File: src/rtl/tile_quad_shifter_if.sv
// Tile quad shifter bus: input beat (valid/ready, offsets, tile) and output
// beat (valid/ready, four quadrant images).
//   slave  : view used by tile_quad_shifter
//   master : view used by the producer/consumer side
// Optional macro TILE_QUAD_SHIFTER_WRAP_EN adds the 1-bit wrap input.
interface tile_quad_shifter_if #(
   parameter int unsigned TILE_W = 8,
   parameter int unsigned TILE_H = 8,
   parameter int unsigned BPP    = 2
);
   localparam int unsigned IMG_W = TILE_W * TILE_H * BPP;
   localparam int unsigned XW    = $clog2(TILE_W);
   localparam int unsigned YW    = $clog2(TILE_H);

   logic             in_valid;
   logic             in_ready;
   logic [XW-1:0]    offset_x;
   logic [YW-1:0]    offset_y;
   logic [IMG_W-1:0] img;
   logic             out_valid;
   logic             out_ready;
   logic [IMG_W-1:0] q0;
   logic [IMG_W-1:0] q1;
   logic [IMG_W-1:0] q2;
   logic [IMG_W-1:0] q3;
`ifdef TILE_QUAD_SHIFTER_WRAP_EN
   logic             wrap;

   modport slave (
      input  in_valid, offset_x, offset_y, img, wrap, out_ready,
      output in_ready, out_valid, q0, q1, q2, q3
   );
   modport master (
      output in_valid, offset_x, offset_y, img, wrap, out_ready,
      input  in_ready, out_valid, q0, q1, q2, q3
   );
`else
   modport slave (
      input  in_valid, offset_x, offset_y, img, out_ready,
      output in_ready, out_valid, q0, q1, q2, q3
   );
   modport master (
      output in_valid, offset_x, offset_y, img, out_ready,
      input  in_ready, out_valid, q0, q1, q2, q3
   );
`endif
endinterface

File: src/rtl/tile_quad_shifter.sv
// tile_quad_shifter: shifts one TILE_W x TILE_H tile (BPP bits/pixel) by a
// sub-tile offset (ox,oy) and emits the home quadrant plus the right, below
// and diagonal spill quadrants. Two registered stages, valid/ready both sides.
// Ports:
//   clk     system clock
//   rst_n   asynchronous active-low reset
//   clk_en  global pipeline enable; low freezes all state and forces in_ready=0
//   bus     tile_quad_shifter_if.slave (in_valid/in_ready/offset_x/offset_y/img,
//           out_valid/out_ready/q0..q3)
// Optional macro TILE_QUAD_SHIFTER_WRAP_EN: adds bus.wrap; wrap=1 gives a
// toroidal scroll in q0 with q1..q3 = 0.
module tile_quad_shifter #(
   parameter int unsigned TILE_W = 8,
   parameter int unsigned TILE_H = 8,
   parameter int unsigned BPP    = 2
) (
   input  logic                  clk,
   input  logic                  rst_n,
   input  logic                  clk_en,
   tile_quad_shifter_if.slave    bus
);
   localparam int unsigned IMG_W = TILE_W * TILE_H * BPP;
   localparam int unsigned YW    = $clog2(TILE_H);
   localparam int unsigned RW    = TILE_W * BPP;
   localparam int unsigned HSW   = $clog2(2 * RW) + 1;
   localparam int unsigned VSW   = $clog2(2 * IMG_W) + 1;

   logic             started;
   logic             s1_v;
   logic             s2_v;
   logic [IMG_W-1:0] s1_home;
   logic [IMG_W-1:0] s1_spill;
   logic [YW-1:0]    s1_oy;
   logic             s1_wrap;
   logic [IMG_W-1:0] q0_r, q1_r, q2_r, q3_r;

   logic             wrap_in_c;
   logic             s2_load_c;
   logic             s1_load_c;
   logic             accept_c;

`ifdef TILE_QUAD_SHIFTER_WRAP_EN
   assign wrap_in_c = bus.wrap;
`else
   assign wrap_in_c = 1'b0;
`endif

   // A stage loads when it is empty or its beat moves on this cycle.
   assign s2_load_c    = !s2_v || bus.out_ready;
   assign s1_load_c    = !s1_v || s2_load_c;
   // started delays in_ready to the first enabled edge after reset release.
   assign bus.in_ready = clk_en && started && s1_load_c;
   assign accept_c     = bus.in_valid && bus.in_ready;

   assign bus.out_valid = s2_v;
   assign bus.q0        = q0_r;
   assign bus.q1        = q1_r;
   assign bus.q2        = q2_r;
   assign bus.q3        = q3_r;

   // Stage 1 datapath: per-row left shift by ox pixels into a double-width
   // row; the low half is the home row, the high half the right spill.
   logic [IMG_W-1:0] h_home_c, h_spill_c;
   logic [2*RW-1:0]  row_ext_c;
   logic [HSW-1:0]   hsh_c;
   always_comb begin
      h_home_c  = '0;
      h_spill_c = '0;
      row_ext_c = '0;
      hsh_c     = HSW'(bus.offset_x) * HSW'(BPP);
      for (int y = 0; y < int'(TILE_H); y++) begin
         row_ext_c = {{RW{1'b0}}, bus.img[y*RW +: RW]} << hsh_c;
         h_home_c[y*RW +: RW]  = row_ext_c[RW-1:0];
         h_spill_c[y*RW +: RW] = row_ext_c[2*RW-1:RW];
      end
      // Wrap folds the spill back in, turning the shift into a rotate.
      if (wrap_in_c) begin
         h_home_c  = h_home_c | h_spill_c;
         h_spill_c = '0;
      end
   end

   // Stage 2 datapath: whole-image shift by oy rows; low half stays in the
   // home tile row range, high half spills into the tile below.
   logic [2*IMG_W-1:0] v_home_c, v_spill_c;
   logic [VSW-1:0]     vsh_c;
   logic [IMG_W-1:0]   q0_c, q1_c, q2_c, q3_c;
   always_comb begin
      vsh_c     = VSW'(s1_oy) * VSW'(RW);
      v_home_c  = {{IMG_W{1'b0}}, s1_home}  << vsh_c;
      v_spill_c = {{IMG_W{1'b0}}, s1_spill} << vsh_c;
      q0_c      = v_home_c[IMG_W-1:0];
      q1_c      = v_spill_c[IMG_W-1:0];
      q2_c      = v_home_c[2*IMG_W-1:IMG_W];
      q3_c      = v_spill_c[2*IMG_W-1:IMG_W];
      if (s1_wrap) begin
         q0_c = v_home_c[IMG_W-1:0] | v_home_c[2*IMG_W-1:IMG_W];
         q1_c = '0;
         q2_c = '0;
         q3_c = '0;
      end
   end

   // Pipeline registers; data only updates when a valid beat lands.
   always_ff @(posedge clk or negedge rst_n) begin
      if (!rst_n) begin
         started  <= 1'b0;
         s1_v     <= 1'b0;
         s2_v     <= 1'b0;
         s1_home  <= '0;
         s1_spill <= '0;
         s1_oy    <= '0;
         s1_wrap  <= 1'b0;
         q0_r     <= '0;
         q1_r     <= '0;
         q2_r     <= '0;
         q3_r     <= '0;
      end else if (clk_en) begin
         started <= 1'b1;
         if (s1_load_c) begin
            s1_v <= accept_c;
            if (accept_c) begin
               s1_home  <= h_home_c;
               s1_spill <= h_spill_c;
               s1_oy    <= bus.offset_y;
               s1_wrap  <= wrap_in_c;
            end
         end
         if (s2_load_c) begin
            s2_v <= s1_v;
            if (s1_v) begin
               q0_r <= q0_c;
               q1_r <= q1_c;
               q2_r <= q2_c;
               q3_r <= q3_c;
            end
         end
      end
   end
endmodule

File: src/flat_wrapper.sv
// flat-port wrapper written by rule: the top's interface ports become plain ports
module tile_quad_shifter_flat 
#(
   parameter int unsigned TILE_W = 8,
   parameter int unsigned TILE_H = 8,
   parameter int unsigned BPP    = 2
)
  (clk, rst_n, clk_en, bus_in_valid, bus_offset_x, bus_offset_y, bus_img, bus_out_ready, bus_in_ready, bus_out_valid, bus_q0, bus_q1, bus_q2, bus_q3);
  tile_quad_shifter_if #(.TILE_W(TILE_W), .TILE_H(TILE_H), .BPP(BPP)) bus_i ();
  input  logic clk;
  input  logic rst_n;
  input  logic clk_en;
  input wire logic [$bits(bus_i.in_valid)-1:0] bus_in_valid;
  input wire logic [$bits(bus_i.offset_x)-1:0] bus_offset_x;
  input wire logic [$bits(bus_i.offset_y)-1:0] bus_offset_y;
  input wire logic [$bits(bus_i.img)-1:0] bus_img;
  input wire logic [$bits(bus_i.out_ready)-1:0] bus_out_ready;
  output wire logic [$bits(bus_i.in_ready)-1:0] bus_in_ready;
  output wire logic [$bits(bus_i.out_valid)-1:0] bus_out_valid;
  output wire logic [$bits(bus_i.q0)-1:0] bus_q0;
  output wire logic [$bits(bus_i.q1)-1:0] bus_q1;
  output wire logic [$bits(bus_i.q2)-1:0] bus_q2;
  output wire logic [$bits(bus_i.q3)-1:0] bus_q3;
  assign bus_i.in_valid = bus_in_valid;
  assign bus_i.offset_x = bus_offset_x;
  assign bus_i.offset_y = bus_offset_y;
  assign bus_i.img = bus_img;
  assign bus_i.out_ready = bus_out_ready;
  assign bus_in_ready = bus_i.in_ready;
  assign bus_out_valid = bus_i.out_valid;
  assign bus_q0 = bus_i.q0;
  assign bus_q1 = bus_i.q1;
  assign bus_q2 = bus_i.q2;
  assign bus_q3 = bus_i.q3;
  tile_quad_shifter #(.TILE_W(TILE_W), .TILE_H(TILE_H), .BPP(BPP)) u_core (.clk(clk), .rst_n(rst_n), .clk_en(clk_en), .bus(bus_i));
endmodule
File: config.mk
export PLATFORM = sky130hd
export DESIGN_NAME = tile_quad_shifter_flat
export DESIGN_NICKNAME = d
export VERILOG_FILES = /design/src/rtl/tile_quad_shifter_if.sv /design/src/rtl/tile_quad_shifter.sv /design/src/flat_wrapper.sv
export SDC_FILE = /design/constraint.sdc
export NUM_CORES = 2
export LEC_CHECK = 0
export CAP_MARGIN = 40
export CELL_PAD_IN_SITES_DETAIL_PLACEMENT = 0
export CELL_PAD_IN_SITES_GLOBAL_PLACEMENT = 1
export CORE_MARGIN = 5
export CORE_UTILIZATION = 47
export CTS_BUF_LIST = sky130_fd_sc_hd__clkbuf_16
export DETAILED_ROUTE_END_ITERATION = 12
export GPL_TIMING_DRIVEN = 0
export PLACE_DENSITY = 0.86
export SLEW_MARGIN = 30
export SYNTH_ARGS = -nofsm -noshare
export SYNTH_HDL_FRONTEND = slang
export SYNTH_SLANG_ARGS = --single-unit
File: constraint.sdc
create_clock -name clk -period 5.7 [get_ports clk]
set_input_delay 0.57 -clock clk [delete_from_list [all_inputs] [get_ports clk]]
set_output_delay 0.57 -clock clk [all_outputs]
set_load 0.02 [all_outputs]
* After elaboration in Yosys (flattened, before gate mapping)
Cells that the tools add are included.
** Storage, ports and cells
- Register bits after elaboration :: 774
- Bits in latches :: 0
- Bits in writable memories :: 0
- Bits in read-only memories :: 0
- Input bits :: 139
- Memories :: 0
** Operators by class
- $add $sub $neg :: 0
- Multipliers :: 0
- Divide/modulo/power cells :: 0
- Magnitude comparators :: 0
- Eq/ne operators :: 0
- Shift operators :: 10
- Muxes and demuxes :: 0
- Bitwise logic cells :: 0
- Reductions and logical operators :: 11
** Operators by type and width (number)
- 128-bit by 7-bit << shifter with 256-bit output :: 2
- 16-bit by 4-bit << shifter with 32-bit output :: 8
- 3-bit AND reduction :: 2
- 2-bit AND reduction :: 2
- 1-bit logical AND :: 3
- 1-bit zero test :: 2
- 1-bit logical OR :: 2

* Longest topological paths before layout
- Depth after elaboration :: 6
- Depth in mapped cells :: 8
- Mapped depth without buffers :: 3

* Worst setup path before layout
OpenSTA, ideal clock, no wires.
- Path type :: input to output
- Start :: input bus_out_ready
- End :: output bus_in_ready
- Arrival time :: 1671 ps
- Data required time :: 5130 ps
- Setup slack :: 3459 ps
- Stages :: 5
- Cells stage by stage :: and3b_1 > clkbuf_1 > clkbuf_1 > clkbuf_1 > nor2_1
** Between the ends
- Word-level cells in the longest chain between the ends :: 3
** RTL lines
- start: declaration :: line flat_wrapper.sv:17 : input wire logic [$bits(bus_i.out_ready)-1:0] bus_out_ready;
- 1-bit logical OR :: line tile_quad_shifter.sv:49 : assign s2_load_c = !s2_v || bus.out_ready;
- 1-bit logical OR :: line tile_quad_shifter.sv:50 : assign s1_load_c = !s1_v || s2_load_c;
- 1-bit logical AND :: line tile_quad_shifter.sv:52 : assign bus.in_ready = clk_en && started && s1_load_c;
- end: declaration :: line flat_wrapper.sv:18 : output wire logic [$bits(bus_i.in_ready)-1:0] bus_in_ready;
No other way between the ends.

* Final worst setup path
Ends and elaborated chain as after synthesis.

==> run metrics <==
status=completed; post-route insts no fill=5806; Residual DRC=0; Total GRT Usage=0.490; r2r endpoint=u_core.bus.q1[32]; CP Cell Sequence=clkdlybuf4s50_1, and3b_1, clkbuf_1, clkbuf_1, clkbuf_1, nor2_1, clkdlybuf4s50_1; clock transition at the registers of the reported paths=0.06 ns; placement-stage cell area=49500 µm²; CP endpoint kind=primary output; TritonCTS buffer count=77; Avg WL per Cell=41.5 µm; fraction of synthesis flops using an asynchronous set or reset pin=1.00; DPL Wire Length=193000 µm; Unique masters post-synth=50; CTS tree=built; Worst Path Arrival=3.52 ns; slowest CP cell=clkdlybuf4s50_1; register area share after synthesis=0.419; root buffer cell=clkbuf_16; CTS-repair resized insts=0; Synth area leader=dfrtp_1; latest clock arrival within the worst-skew pair=0.66 ns; first-pass GRT wire length=326000 µm; Vias/cell=7.29; Hold Crit Class=in2async; post-synthesis cell count=3823; relative slew slack=0.378; clk buf depth=3; WP data required=5.13 ns; Fillers=7546; crit start category=input pin; CP max stage delay=0.60 ns; Post-CTS Setup Bufs=0; ys flop type=dfrtp_1; pin count of the biggest net entering global routing=120; DRT Pass-1 Iters=8; core area=88100 µm²; clk_skew=0.0383 ns; IO buf count=589; unrepaired setup endpoints after global routing=no; Mean Syn Cell Area=10.9 µm²; PwrDens=442 nW/µm²; WS Path Type=in2out; FF-to-FF path depth=8; most frequent cells in the layout=dfrtp_1, clkdlybuf4s50_1, o21ai_0; placed cells=5656; yosys warns=0; layout cells sized above 1=0.187; most common cell after layout, fill and taps aside=dfrtp_1; initial antenna violation count=14; post-synthesis cell area=41600 µm²; Chip Width=308 µm; Peak Freq=245 MHz; design area=52000 µm²; Synth-to-Final Area Change=25.0%; Leakage Power=20.9 nW; vias in the first global route=40644; Area contributors post-synth=dfrtp_1, mux4_2, mux2_2, o31ai_1, o21ai_0; Tcrit/Tclk final=0.717; remaining antenna violation count=0; H-tree lvl count=3; final core occ=0.590; grt ovf=0; DR iter-0 viols=6759; flop2flop setup slack=1.94 ns; Vias=42348; post-synth top area share=0.419; crit-path max FO=10; Yosys reg bits=696; Tightest Pin Transition=0.933 ns; peak supply drop=0.348 mV; Std-Cell Rows=109; final hold violations=0; Starting Density=0.472; Post-synth EDFFs=0; CTS Sinks=696; Max-cap violations=0; most frequent CP cell=clkbuf_1; I/O pins=653; Slew Limit Fails=0; Final setup viols=0; Nets=4714; Die Y=308 µm; Final GP Congestion=1.13; final setup TNS=0 ns; Final min period=4.09 ns; Die ar.=94600 µm²; Total Routed Length=241000 µm; WHS=0.450 ns; origin of the critical flop-to-flop path=u_core.bus.out_valid
==> through the flow <==
stage	worst slack, ns	power, W
after global placement	-27.50	0.0174
final	1.61	0.0230
after CTS	1.66	0.0224
after floorplan	3.46	0.0122
after global routing	1.55	0.0233
after detailed placement	1.50	0.0175
==> critical path, delay by kind of cell <==
| family | cells | cell delay, ns |
|---|---|---|
| buf+inv | 5 | 2.44 |
| simple gates | 2 | 0.50 |
==> layer usage <==
metal,share of wire,track usage,routed length (µm)
met4,0.090,0.333,21600
met2,0.41,0.704,99600
met3,0.15,0.203,37000
met1,0.34,0.603,82400
met5,0.00043,0,103
==> power breakdown <==
| group | total (W) | switching (W) | internal (W) | leakage, nW |
|---|---|---|---|---|
| logic | 0.00987 | 0.00577 | 0.00410 | 10.7 |
| clock network | 0.00498 | 0.00227 | 0.00272 | 1.23 |
| registers | 0.00811 | 0.00192 | 0.00619 | 8.89 |
==> registers in the layout, summed over array words and instances (netlist names) <==
register and cells:
u_core.s1_home 128, u_core.bus.q3 98, u_core.bus.q1 112, u_core.bus.out_valid 1, u_core.s1_oy 3, u_core.bus.q2 112, u_core.s1_v 1, u_core.started 1
u_core.bus.q0 128, u_core.s1_spill 112
==> Yosys cell counts, types with 30 or more instances <==
library cell,n
and2_1,35
a22oi_1,213
buf_4,82
mux2_4,44
a21oi_1,293
mux4_2,187
nor2b_1,41
o41ai_1,32
o31ai_1,267
a221oi_1,33
o2bb2ai_1,131
o21ai_1,30
nand2_1,163
buf_2,115
nor2_1,71
a31oi_1,53
mux2_2,274
mux2_1,40
dfrtp_1,696
o22ai_1,129
mux2i_1,131
o21ai_0,325
clkbuf_1,279
==> what timing repair did <==
item,CTS,global route
hold buffers,1,0
hold endpoints to repair,71,0
setup endpoints to repair,0,0
==> how the worst max path moves through the flow <==
stage	startpoint	to	slack [ns]	cells after the start
after floorplan	bus_out_ready	bus_in_ready	3.46	5
after global placement	rst_n	u_core.bus.q3[91]	-27.50	1
after detailed placement	bus_out_ready	u_core.bus.q1[32]	1.50	9
after CTS	bus_out_ready	bus_in_ready	1.66	7
after global routing	bus_out_ready	bus_in_ready	1.55	7
final	bus_out_ready	bus_in_ready	1.61	7
==> logic make-up after synthesis <==
family          Yosys count  synth area share
mux                     676             0.234
flops                   696             0.419
simple gates            370            0.0422
compound gates         1560             0.244
buf+inv                 520            0.0610
other cells               1         0.0000901
==> area by class of cell <==
class / instances / area [µm²] / area share
antenna: 9 / 22.5 / 0.000433
timing repair buffer: 612 / 6260 / 0.120
clock inverter: 57 / 442 / 0.00849
sequential: 696 / 17400 / 0.335
clock buffer: 79 / 1980 / 0.0380
tap: 1165 / 1460 / 0.0280
inverter: 6 / 22.5 / 0.000433
multi-input combinational: 2668 / 21900 / 0.421
buffer: 514 / 2530 / 0.0486
No activity file was read; power rests on OpenSTA's default activity.
